[src/rtl/hls_ctrl_initiator.sv]
// rtl/hls_ctrl_initiator.sv - AXI-lite master driving an HLS ap_ctrl_hs control port
// Writes argument registers, sets ap_start, polls ap_done and reports a completion status.
module hls_ctrl_initiator #(
  parameter int unsigned CTRL_ADDR_WIDTH = 6,
  parameter int unsigned NUM_ARGS        = 4,
  parameter int unsigned ARG_BASE        = 'h10,
  parameter int unsigned ARG_STRIDE      = 'h8,
  parameter int unsigned POLL_INTERVAL   = 16,
  parameter int unsigned MAX_POLLS       = 0
) (
  input  logic                       clk_i,
  input  logic                       rst_i,
  input  logic                       cmd_valid_i,
  output logic                       cmd_ready_o,
  input  logic [32*NUM_ARGS-1:0]     cmd_args_i,
  output logic                       busy_o,
  output logic                       done_o,
  output logic [1:0]                 status_o,
  output logic                       control_axilite_awvalid,
  input  logic                       control_axilite_awready,
  output logic [CTRL_ADDR_WIDTH-1:0] control_axilite_awaddr,
  output logic [2:0]                 control_axilite_awprot,
  output logic                       control_axilite_wvalid,
  input  logic                       control_axilite_wready,
  output logic [31:0]                control_axilite_wdata,
  output logic [3:0]                 control_axilite_wstrb,
  input  logic                       control_axilite_bvalid,
  output logic                       control_axilite_bready,
  input  logic [1:0]                 control_axilite_bresp,
  output logic                       control_axilite_arvalid,
  input  logic                       control_axilite_arready,
  output logic [CTRL_ADDR_WIDTH-1:0] control_axilite_araddr,
  output logic [2:0]                 control_axilite_arprot,
  input  logic                       control_axilite_rvalid,
  output logic                       control_axilite_rready,
  input  logic [31:0]                control_axilite_rdata,
  input  logic [1:0]                 control_axilite_rresp
);

  localparam logic [1:0] ST_OK      = 2'd0;
  localparam logic [1:0] ST_BUS_ERR = 2'd1;
  localparam logic [1:0] ST_TIMEOUT = 2'd2;

  typedef enum logic [2:0] {
    S_IDLE,
    S_WR_ARG,
    S_WR_START,
    S_WAIT,
    S_RD,
    S_FIN
  } state_e;

  state_e                     state_q, state_d;
  logic [3:0]                 idx_q, idx_d;
  logic [32*NUM_ARGS-1:0]     args_q, args_d;
  logic                       issued_q, issued_d;
  logic                       awvalid_q, awvalid_d;
  logic                       wvalid_q, wvalid_d;
  logic                       arvalid_q, arvalid_d;
  logic [CTRL_ADDR_WIDTH-1:0] awaddr_q, awaddr_d;
  logic [31:0]                wdata_q, wdata_d;
  logic [15:0]                wait_cnt_q, wait_cnt_d;
  logic [15:0]                poll_cnt_q, poll_cnt_d;
  logic [1:0]                 status_q, status_d;

  logic                       write_phase;
  logic                       bready;
  logic                       rready;
  logic [15:0]                poll_inc;
  logic [31:0]                arg_sel;
  logic [CTRL_ADDR_WIDTH-1:0] arg_addr;
  logic                       unused_rdata;

  assign write_phase = (state_q == S_WR_ARG) || (state_q == S_WR_START);
  // B is accepted only once both address and data have been handed over.
  assign bready      = write_phase && issued_q && !awvalid_q && !wvalid_q;
  assign rready      = (state_q == S_RD) && !arvalid_q;
  assign poll_inc    = (poll_cnt_q == 16'hFFFF) ? poll_cnt_q : poll_cnt_q + 16'd1;
  assign arg_addr    = CTRL_ADDR_WIDTH'(ARG_BASE)
                     + CTRL_ADDR_WIDTH'(idx_q) * CTRL_ADDR_WIDTH'(ARG_STRIDE);
  assign unused_rdata = ^{control_axilite_rdata[31:2], control_axilite_rdata[0]};

  always_comb begin
    arg_sel = '0;
    for (int unsigned i = 0; i < NUM_ARGS; i++) begin
      if (idx_q == 4'(i)) arg_sel = args_q[32*i +: 32];
    end
  end

  always_ff @(posedge clk_i) begin
    if (rst_i) begin
      state_q    <= S_IDLE;
      idx_q      <= '0;
      args_q     <= '0;
      issued_q   <= 1'b0;
      awvalid_q  <= 1'b0;
      wvalid_q   <= 1'b0;
      arvalid_q  <= 1'b0;
      awaddr_q   <= '0;
      wdata_q    <= '0;
      wait_cnt_q <= '0;
      poll_cnt_q <= '0;
      status_q   <= '0;
    end else begin
      state_q    <= state_d;
      idx_q      <= idx_d;
      args_q     <= args_d;
      issued_q   <= issued_d;
      awvalid_q  <= awvalid_d;
      wvalid_q   <= wvalid_d;
      arvalid_q  <= arvalid_d;
      awaddr_q   <= awaddr_d;
      wdata_q    <= wdata_d;
      wait_cnt_q <= wait_cnt_d;
      poll_cnt_q <= poll_cnt_d;
      status_q   <= status_d;
    end
  end

  always_comb begin
    state_d    = state_q;
    idx_d      = idx_q;
    args_d     = args_q;
    issued_d   = issued_q;
    awvalid_d  = awvalid_q;
    wvalid_d   = wvalid_q;
    arvalid_d  = arvalid_q;
    awaddr_d   = awaddr_q;
    wdata_d    = wdata_q;
    wait_cnt_d = wait_cnt_q;
    poll_cnt_d = poll_cnt_q;
    status_d   = status_q;
    unique case (state_q)
      S_IDLE: begin
        if (cmd_valid_i) begin
          args_d     = cmd_args_i;
          idx_d      = '0;
          poll_cnt_d = '0;
          state_d    = S_WR_ARG;
        end
      end
      S_WR_ARG, S_WR_START: begin
        if (!issued_q) begin
          issued_d  = 1'b1;
          awvalid_d = 1'b1;
          wvalid_d  = 1'b1;
          awaddr_d  = (state_q == S_WR_START) ? '0 : arg_addr;
          wdata_d   = (state_q == S_WR_START) ? 32'h1 : arg_sel;
        end else begin
          if (awvalid_q && control_axilite_awready) awvalid_d = 1'b0;
          if (wvalid_q && control_axilite_wready) wvalid_d = 1'b0;
          if (bready && control_axilite_bvalid) begin
            issued_d = 1'b0;
            if (control_axilite_bresp != 2'b00) begin
              status_d = ST_BUS_ERR;
              state_d  = S_FIN;
            end else if (state_q == S_WR_START) begin
              wait_cnt_d = 16'(POLL_INTERVAL);
              state_d    = S_WAIT;
            end else if (idx_q == 4'(NUM_ARGS - 1)) begin
              state_d = S_WR_START;
            end else begin
              idx_d = idx_q + 4'd1;
            end
          end
        end
      end
      S_WAIT: begin
        if (wait_cnt_q == 16'd0) begin
          arvalid_d = 1'b1;
          state_d   = S_RD;
        end else begin
          wait_cnt_d = wait_cnt_q - 16'd1;
        end
      end
      S_RD: begin
        if (arvalid_q) begin
          if (control_axilite_arready) arvalid_d = 1'b0;
        end else if (control_axilite_rvalid) begin
          if (control_axilite_rresp != 2'b00) begin
            status_d = ST_BUS_ERR;
            state_d  = S_FIN;
          end else if (control_axilite_rdata[1]) begin
            status_d = ST_OK;
            state_d  = S_FIN;
          end else begin
            poll_cnt_d = poll_inc;
            if ((MAX_POLLS != 0) && (poll_inc == 16'(MAX_POLLS))) begin
              status_d = ST_TIMEOUT;
              state_d  = S_FIN;
            end else begin
              wait_cnt_d = 16'(POLL_INTERVAL);
              state_d    = S_WAIT;
            end
          end
        end
      end
      S_FIN: begin
        state_d = S_IDLE;
      end
      default: begin
        state_d = S_IDLE;
      end
    endcase
  end

  assign cmd_ready_o             = (state_q == S_IDLE);
  assign busy_o                  = (state_q != S_IDLE);
  assign done_o                  = (state_q == S_FIN);
  assign status_o                = (state_q == S_FIN) ? status_q : 2'd0;
  assign control_axilite_awvalid = awvalid_q;
  assign control_axilite_awaddr  = awaddr_q;
  assign control_axilite_awprot  = 3'd0;
  assign control_axilite_wvalid  = wvalid_q;
  assign control_axilite_wdata   = wdata_q;
  assign control_axilite_wstrb   = 4'hF;
  assign control_axilite_bready  = bready;
  assign control_axilite_arvalid = arvalid_q;
  assign control_axilite_araddr  = '0;
  assign control_axilite_arprot  = 3'd0;
  assign control_axilite_rready  = rready;

endmodule

[config.mk]
export PLATFORM = sky130hd
export DESIGN_NAME = hls_ctrl_initiator
export DESIGN_NICKNAME = d
export VERILOG_FILES = /design/src/rtl/hls_ctrl_initiator.sv
export SDC_FILE = /design/constraint.sdc
export NUM_CORES = 1
export LEC_CHECK = 0
export CAP_MARGIN = 20
export CORE_MARGIN = 2
export CORE_UTILIZATION = 50
export CTS_BUF_LIST = sky130_fd_sc_hd__clkbuf_4 sky130_fd_sc_hd__clkbuf_8
export DETAILED_ROUTE_END_ITERATION = 7
export PLACE_DENSITY_LB_ADDON = 0.2
export SYNTH_ARGS = -nofsm -noshare
export SYNTH_HDL_FRONTEND = slang
export SYNTH_SLANG_ARGS = --single-unit
[constraint.sdc]
create_clock -name clk_i -period 2.9 [get_ports clk_i]
set_clock_uncertainty 0.05 [all_clocks]
set_input_delay 0.58 -clock clk_i [delete_from_list [all_inputs] [get_ports clk_i]]
set_output_delay 0.58 -clock clk_i [all_outputs]
set_load 0.01 [all_outputs]
; ---- Yosys cells after proc, flatten, opt, wreduce, memory -nomap -nowiden
; Cells that the tools add are included.
; W data, S select, Z words.
[word_totals]
output_inout_bits = 64
elab_cells = 126
ff_bits = 195
inputBits = 172
[classes]
add_sub_neg = 3
n_eq_ne = 26
reduce_logical = 31
n_bitwise = 1
muxes = 54
[op_table]
columns = operator, count
row1 = $mux W32, 5
row2 = $mux W16, 9
row3 = $pmux W16 S3, 1
row4 = $mux W3, 11
row5 = $ne A2 B2 Y1 const B, 14
row6 = $mux W4, 6
row7 = $reduce_and A7 Y1, 3
row8 = $logic_not A16 Y1, 1
row9 = $mux W2, 8
row10 = $sub A16 B1 Y16 const B, 1
row11 = $pmux W3 S4, 1
row12 = $reduce_and A10 Y1, 1
row13 = $reduce_and A2 Y1, 5
row14 = $reduce_bool A2 Y1, 5
row15 = $mux W1, 9
row16 = $eq A4 B2 Y1 const B, 2
row17 = $pmux W4 S2, 1
row18 = $logic_and A1 B1 Y1, 7
row19 = $add A5 B6 Y6 const A, 1
row20 = $eq A3 B2 Y1 const B, 2
row21 = $eq A3 B3 Y1 const B, 2
row22 = $mux W6, 1
row23 = $reduce_bool A3 Y1, 2
row24 = $add A4 B1 Y4 const B, 1
row25 = 13 further kinds, 16

; ---- Logic depth before layout (Yosys ltp)
; Gate-level depths: netlist of run 1.
[logic_depth]
depth_word = 9
depth_mapped = 8
depth_no_buf = 7

; ---- Worst setup path after synthesis of run 1
; OpenSTA, ideal clock, no wires.
[synth_path]
path_type = register -> output
start = register state_q[1]
end = output control_axilite_bready
slack_ns = 0.826
arrival_ns = 1.444
t_required_ns = 2.270
path_stages_with_launch = 5
path_buffers = 1
path_cell_list = dfxtp_1 buf_2 xnor2_1 nor2_1 nor4bb_1
[synth_via]
elab_chain_len = 5
elab_cells_between_ends = 6
classes_between = eq/ne (2) / reduce/logical (4)
[synth_lines]
columns = element, line_no
row1 = "start, declared", 53  ; state_e state_q, state_d;
row2 = "start signal, assigned", 105  ; state_q <= state_d;
row3 = $eq A3 B1 Y1 / $eq A3 B2 Y1 (equally long branches), 74  ; assign write_phase = (state_q == S_WR_ARG) || (state_q == S_WR_START);
row4 = $logic_or A1 B1 Y1 (*), 74
row5 = $logic_and A1 B1 Y1 (*) (3 in series), 76  ; assign bready = write_phase && issued_q && !awvalid_q && !wvalid_q;
row6 = "end, declared", 28  ; output logic control_axilite_bready,
; Mark *: on every way between the ends. The rest lies on a longest branch, timed or not.

; ---- Final worst setup path of run 1
[layout_path]
start = register state_q[0]
end = output cmd_ready_o
[layout_via]
elab_chain_len = 1
[layout_lines]
columns = element, line_no
row1 = $logic_not A3 Y1, 207  ; assign cmd_ready_o = (state_q == S_IDLE);
row2 = "end, declared", 14  ; output logic cmd_ready_o,
; No other way between the ends.

==> results of run 1 <==
[final timing paths]
path	start	end	slack, ps
setup reg to reg	wait_cnt_q[0]	wait_cnt_q[5]	500
setup / recovery	state_q[0]	cmd_ready_o	120
hold / removal	args_q[111]	args_q[111]	410
hold reg to reg	args_q[111]	args_q[111]	410
[final cells by class]
type | count | area, sq um
Tap cell | 216 | 270
Inverter | 8 | 30.0
Fill cell | 1440 | 5320
Multi-Input combinational cell | 755 | 3930
Sequential cell | 191 | 3830
Timing Repair Buffer | 207 | 2120
Clock buffer | 18 | 241
Clock inverter | 14 | 151
[cell usage after synthesis, types with 4 or more instances]
cell type,instances,area share [%]
sky130_fd_sc_hd__nand2b_1,6,0.46
sky130_fd_sc_hd__nor2_1,26,1.2
sky130_fd_sc_hd__or4_1,5,0.46
sky130_fd_sc_hd__a311oi_1,4,0.43
sky130_fd_sc_hd__o211ai_1,33,3.0
sky130_fd_sc_hd__dfxtp_1,191,47
sky130_fd_sc_hd__ha_1,7,1.1
sky130_fd_sc_hd__a31oi_1,4,0.31
sky130_fd_sc_hd__a21oi_1,186,11
sky130_fd_sc_hd__o21ai_0,4,0.25
sky130_fd_sc_hd__clkbuf_1,61,2.8
sky130_fd_sc_hd__o31ai_1,6,0.55
sky130_fd_sc_hd__buf_1,4,0.18
sky130_fd_sc_hd__or3_1,7,0.54
sky130_fd_sc_hd__nor3_1,12,0.74
sky130_fd_sc_hd__buf_4,20,1.8
sky130_fd_sc_hd__inv_1,8,0.37
sky130_fd_sc_hd__nand3_1,7,0.43
sky130_fd_sc_hd__buf_2,16,0.98
sky130_fd_sc_hd__a211oi_1,6,0.55
sky130_fd_sc_hd__a22oi_1,66,6.1
sky130_fd_sc_hd__nand2_1,307,14
[layout by cell type (no fill, tap or decap), types with 4 or more instances in the layout]
cell type	count
sky130_fd_sc_hd__nor3_1	12
sky130_fd_sc_hd__buf_12	8
sky130_fd_sc_hd__or4_1	5
sky130_fd_sc_hd__a22oi_1	66
sky130_fd_sc_hd__a311oi_1	4
sky130_fd_sc_hd__o211ai_1	33
sky130_fd_sc_hd__clkbuf_8	17
sky130_fd_sc_hd__o21ai_0	4
sky130_fd_sc_hd__ha_1	7
sky130_fd_sc_hd__buf_4	15
sky130_fd_sc_hd__conb_1	20
sky130_fd_sc_hd__clkdlybuf4s50_1	183
sky130_fd_sc_hd__nand2_1	305
sky130_fd_sc_hd__nor2_1	24
sky130_fd_sc_hd__nand2b_1	6
sky130_fd_sc_hd__dfxtp_1	189
sky130_fd_sc_hd__a31oi_1	4
sky130_fd_sc_hd__or3_1	6
sky130_fd_sc_hd__a21oi_1	186
sky130_fd_sc_hd__inv_1	8
sky130_fd_sc_hd__o31ai_1	6
sky130_fd_sc_hd__nand3_1	7
sky130_fd_sc_hd__a211oi_1	6
[what timing repair did]
item                                    in CTS  in global routing
endpoints found under the setup margin       0                  3
gates resized for setup                      0                  2
buffers inserted                             0                  0
hold buffers                                 0                  0
[metrics by stage]
stage | utilization [%] | hold slack, ps | instance area (sq um)
after global placement | 64.0 | 391 | 10200
after detailed placement | 64.0 | 396 | 10200
after global routing | 66.5 | 426 | 10600
after floorplan | - | 386 | 8210
after CTS | 66.5 | 409 | 10600
final | 66.5 | 408 | 10600
[cells by family (layout without fill, tap and decap cells)]
group	after synthesis	in the layout	share of synthesized area, %
AO/OA/AOI/OAI	324	324	24.1
XOR/XNOR	1	1	0.108
adder cells (fa/ha/maj)	7	7	1.08
buffers and inverters	109	247	6.19
flip-flops	191	191	46.9
other	2	20	0.0922
AND/OR/NAND/NOR	403	403	21.5
[registers in the layout, summed over array words and instances (netlist names)]
register	count
args_q	128
control_axilite_arvalid	1
idx_q	4
state_q	3
control_axilite_awaddr	3
issued_q	1
control_axilite_awvalid	1
status_q	1
wait_cnt_q	16
control_axilite_wvalid	1
control_axilite_wdata	32
[power breakdown]
| group | internal, uW | switching (uW) | leakage (uW) |
|---|---|---|---|
| combinational | 1190 | 1820 | 0.00210 |
| sequential | 3060 | 282 | 0.00156 |
| clock | 719 | 1010 | 0.000192 |
[critical path, cell delays in order, from the launching register on]
cell	delay, ps
sky130_fd_sc_hd__dfxtp_1	340
sky130_fd_sc_hd__buf_4	190
sky130_fd_sc_hd__nor3_1	490
sky130_fd_sc_hd__clkdlybuf4s50_1	660
[layer usage]
metal  up-vias  wire length [um]
met1      3606              9330
met3        28              1230
met2       206             10700
met5         -                 0
met4         0               317
li1       3868                 -
==> results.md, run 1 <==
* Routed wire length at 21600 um
* Aggregate negative setup slack at 0 ps
* Logic depth of the worst register-to-register path at 8
* Status: finished clean
* Final instance count without filler cells at around 1400
* Via density at 5.47
* Number of top-level pins at ~240
* Setup slack after layout at between 100 and 150 ps
* Share of layout cells above drive strength 1 at 6.20%
* Crit path arrival time at 2150 ps
* Worst setup EP type: output pin
* Number of CTS-inserted buffers at 17
* Grt ovf at 0
* Floorplan die height at between 100 and 150 um
* Maximum number of buffers from clock root to sink at 2
* Pin slew with the least headroom to its limit at between 700 and 800 ps
* Clock-pin slew reported for the worst setup and hold paths after clock tree synthesis at 100 ps
* Initial antenna violation count at 0
* Number of synthesized flops with an enable pin at 0
* Max-slew violation count at 0
* Final worst-path cycle share at 95.7%
* Number of rows created at floorplan at 46
* Area of the core at 15900 sq um
* Half-perimeter wire length of the detailed placement result at about 14000 um
* Total of warnings raised by yosys at 0
* Number of cells after detailed placement at approximately 1400
* Maximum vdd ir drop at 0.484 mV
* Final hold violation count at 0
* Upper clock frequency limit at 360 MHz
* Overall global routing resource usage at 25.1%
* Total number of vias at 7708
* Global-route wire length before repair at roughly 36000 um
* Remaining routing DRC violations at 0
* Busiest layer in global routing: met2
* Remaining max-slew budget at the tightest pin at 49.5%
* Number of DRC violations after detailed-routing iteration 0 at 593
* Synth unique cells at 54
* Post-placement worst setup slack at slightly below 200 ps
* # port buffers at around 180
* Met3 demand-to-capacity share in global routing at just over 6%
* Largest net degree at the start of global routing at 82
* ANT cells at 0
* Synthesized area per cell at about 8 sq um
* Final #Nets at 1359
* Final worst path period need at 2780 ps
* Met1 usage at 30.9%
* Synth async-reset ratio at 0%
* Final ANT Viol Nets at 0
* Cell Area, Synth at 8150 sq um
* Initial Util at 51.3%
* Portion of the post-synthesis area used by sequential elements at 46.9%
* Classification of the worst setup path: reg -> out
* Flop and latch count out of synthesis at roughly 190
* Length of the first detailed-routing pass in iterations at 5
* Startpoint class of the critical path: flip-flop
* Total of max-cap violations at 0
* Final setup vio count at 0
* Relative area change from synthesis to final layout at 29.6%
* Total die area at approximately 17000 sq um
* Total power at 8090 uW
* Static leakage at 0.00385 uW
* Required time at the endpoint of the critical path at ~2300 ps
* Clock root cell: sky130_fd_sc_hd__clkbuf_8
* Latest clock arrival within the worst-skew pair at 470 ps
* Worst hold path cell count at 2
* CTS H-tree depth at 4
* Clk sinks at 191
* Worst hold-check path type: reg -> reg
* Critical-path maximum fanout at 15
* Met2 track demand over resource at a little over two fifths
* Vias in the first global route at 7291
* Gate Count Post-Synth at 1037
* TritonCTS clock tree: yes
* Routability congestion estimate at 0.834
* Setup repair after global routing missed its margin: no
* Top FF cell, synth: sky130_fd_sc_hd__dfxtp_1
* WL per Instance at around 15 um
* Horizontal die dimension at 132 um
* Power density over the cells at 766 nW/um^2
Power figures use the tool's default switching activity.
==> run 2, diff against run 1 <==
--- a/config.mk
+++ b/config.mk
@@ -11,6 +11,7 @@
 export CTS_BUF_LIST = sky130_fd_sc_hd__clkbuf_4 sky130_fd_sc_hd__clkbuf_8
 export DETAILED_ROUTE_END_ITERATION = 7
 export PLACE_DENSITY_LB_ADDON = 0.2
+export SLEW_MARGIN = 10
 export SYNTH_ARGS = -nofsm -noshare
 export SYNTH_HDL_FRONTEND = slang
 export SYNTH_SLANG_ARGS = --single-unit
==> results of run 2 <==
Final layout, timing and power as in run 1 (identical DEF).
==> run 3, diff against run 2 <==
--- a/config.mk
+++ b/config.mk
@@ -10,7 +10,9 @@
 export CORE_UTILIZATION = 50
 export CTS_BUF_LIST = sky130_fd_sc_hd__clkbuf_4 sky130_fd_sc_hd__clkbuf_8
 export DETAILED_ROUTE_END_ITERATION = 7
+export MAX_ROUTING_LAYER = met4
 export PLACE_DENSITY_LB_ADDON = 0.2
+export RECOVER_POWER = 25
 export SLEW_MARGIN = 10
 export SYNTH_ARGS = -nofsm -noshare
 export SYNTH_HDL_FRONTEND = slang
==> run 3 against run 2 <==
  * Count of clock-buffer cells in the layout stayed put
  * Sequential cell count unchanged
  * Wire length about the same
  * Worst setup slack improved by 88 ps
  * Largest cell class unchanged
  * Largest power group unchanged
==> results.md, run 3 (same netlist as run 1, synthesis figures left out) <==
* Status: finished clean
* Total number of vias at 7710 (+0.026%)
* Area of the core at 15900 sq um (unchanged)
* Critical path launch point: state_q[2]
* Clk sinks at 191 (unchanged)
* Setup repair after global routing missed its margin: no
* Worst hold-check path type: reg -> reg
* Final hold violation count at 0 (unchanged)
* Initial antenna violation count at 0 (unchanged)
* Final instance count without filler cells at 1408 (-0.071%)
* Via density at 5.48 (about the same)
* Worst flop-to-flop path startpoint: state_q[2]
* Length of the first detailed-routing pass in iterations at 5 (unchanged)
* Routed wire length at 21500 um (about the same)
* Number of flip-flops in the largest register at 128 (unchanged)
* Gates resized, CTS repair at 0 (unchanged)
* Final design instance area without fill at 10500 sq um (-0.15%)
* Required time at the endpoint of the critical path at 2270 ps (about the same)
* ANT cells at 0 (unchanged)
* Floorplan die height at 132 um (unchanged)
* Upper clock frequency limit at 372 MHz (+3.3%)
* Post CTS Setup Buffer Count at 0 (unchanged)
* Largest register by flop count: args_q
* Startpoint class of the critical path: flip-flop
* Share of layout cells above drive strength 1 at 5.62% (-0.58 points)
* Final #Nets at 1359 (unchanged)
* Classification of the worst setup path: reg -> out
* Launch point of the worst hold path: args_q[127]
* Largest net degree at the start of global routing at 87 (+6.1%)
* Filler Cells Inserted at 1431 (-0.63%)
* Maximum vdd ir drop at 0.405 mV (-16%)
* Overall global routing resource usage at 25.4% (+0.36 points)
* Setup slack after layout at 212 ps (+87.8 ps)
* Number of cells after detailed placement at 1377 (unchanged)
* Final ANT Viol Nets at 0 (unchanged)
* Total of max-cap violations at 0 (unchanged)
* Post-placement worst setup slack at 246 ps (+53.3 ps)
* Number of DRC violations after detailed-routing iteration 0 at 602 (+1.5%)
* Final setup vio count at 0 (unchanged)
* Routability congestion estimate at 0.891 (+6.9%)
* Area of placed instances at 10200 sq um (-0.12%)
* # port buffers at 184 (unchanged)
* Maximum number of buffers from clock root to sink at 2 (unchanged)
* TritonCTS clock tree: yes
* Relative area change from synthesis to final layout at 29.4%
* Power density over the cells at 768 nW/um^2 (+0.25%)
* Aggregate negative setup slack at 0 ps (unchanged)
* Number of rows created at floorplan at 46 (unchanged)
* WL per Instance at 15.3 um (about the same)
* Crit path arrival time at 2060 ps (-90 ps)
* Initial Util at 51.3% (unchanged)
* Horizontal die dimension at 132 um (unchanged)
* Final worst-path cycle share at 92.7% (-3.0 points)
* Static leakage at 0.00390 uW (+1.2%)
* Pin slew with the least headroom to its limit at 1400 ps (+641 ps)
* Remaining max-slew budget at the tightest pin at 6.74% (-43 points)
* Global-route wire length before repair at 35100 um (-1.9%)
* Clock-pin slew reported for the worst setup and hold paths after clock tree synthesis at 100 ps (about the same)
* Hold Worst Slack at 408 ps (-0.218 ps)
* Half-perimeter wire length of the detailed placement result at 14200 um (-0.48%)
* Final worst path period need at 2690 ps (-87.8 ps)
* Max-slew violation count at 0 (unchanged)
* Commonest non-fill, non-tap cells in the layout: 305 x sky130_fd_sc_hd__nand2_1, 191 x sky130_fd_sc_hd__dfxtp_1, 186 x sky130_fd_sc_hd__a21oi_1
* Number of CTS-inserted buffers at 17 (unchanged)
* Worst hold path cell count at 2 (unchanged)
* Clock root cell: sky130_fd_sc_hd__clkbuf_8
* CTS H-tree depth at 4 (unchanged)
* Latest clock arrival within the worst-skew pair at 460 ps (about the same)
* Grt ovf at 0 (unchanged)
* Number of top-level pins at 236 (unchanged)
* Post-CTS Hold Fix Bufs at 0 (unchanged)
* Total die area at 17300 sq um (unchanged)
* Remaining routing DRC violations at 0 (unchanged)
* Critical-path maximum fanout at 12 (-3)
* Worst setup EP type: output pin
* Logic depth of the worst register-to-register path at 7 (-1)
* Leading cell type in the layout, fill and taps excluded: sky130_fd_sc_hd__nand2_1
* Vias in the first global route at 7173 (-1.6%)
run 3: cell types whose count changed in the layout (fill, tap and decap cells not counted), sizes merged:
| cell | delta |
|---|---|
| clkdlybuf4s50 | -17 |
| clkbuf | +2 |
| inv | +1 |
| clkinv | -4 |
| dlygate4sd3 | +17 |
| clkinvlp | +1 |
| buf | -2 |
| bufinv | +1 |
run 3: stage by stage:
stage,utilization (%),power [uW]
global route,66.4,8630
global placement,63.9,6350
detailed placement,63.9,6410
floorplan,-,5360
finish,66.4,8100
CTS,66.5,8180
run 3: critical path, cell delays in order, from the launching register on:
cell                              delay [ps]
sky130_fd_sc_hd__dfxtp_1                 400
sky130_fd_sc_hd__buf_4                   200
sky130_fd_sc_hd__nor3_1                  190
sky130_fd_sc_hd__clkbuf_1                240
sky130_fd_sc_hd__clkdlybuf4s50_1         580
run 3: final timing paths:
| check | to | slack, ps |
|---|---|---|
| setup / recovery | cmd_ready_o | 210 |
| hold / removal | args_q[127] | 410 |
| setup reg to reg | args_q[84] | 420 |
| hold reg to reg | args_q[127] | 410 |
run 3: layout make-up:
type                            instances  area, sq um  share of cell area (%)
Multi-Input combinational cell        755         3920                    37.2
Timing Repair Buffer                  207         2100                    19.9
Inverter                                8         30.0                   0.285
Sequential cell                       191         3820                    36.3
Tap cell                              216          270                    2.56
Clock inverter                         13          155                    1.47
Clock buffer                           18          248                    2.35
run 3: layer usage:
| metal | wire length (um) | vias to the layer above | GRT usage [%] |
|---|---|---|---|
| met2 | 10700 | 235 | 42.2 |
| met4 | 304 | 0 | 6.22 |
| met3 | 1210 | 25 | 5.94 |
| met5 | 0 | - | - |
| li1 | - | 3857 | - |
| met1 | 9380 | 3593 | 31.4 |
run 3: power breakdown:
part,leakage [uW],switching [uW],internal [uW]
Combinational,0.00215,1850,1160
Sequential,0.00156,259,3060
Clock,0.000194,966,807
Total,0.00390,3070,5020
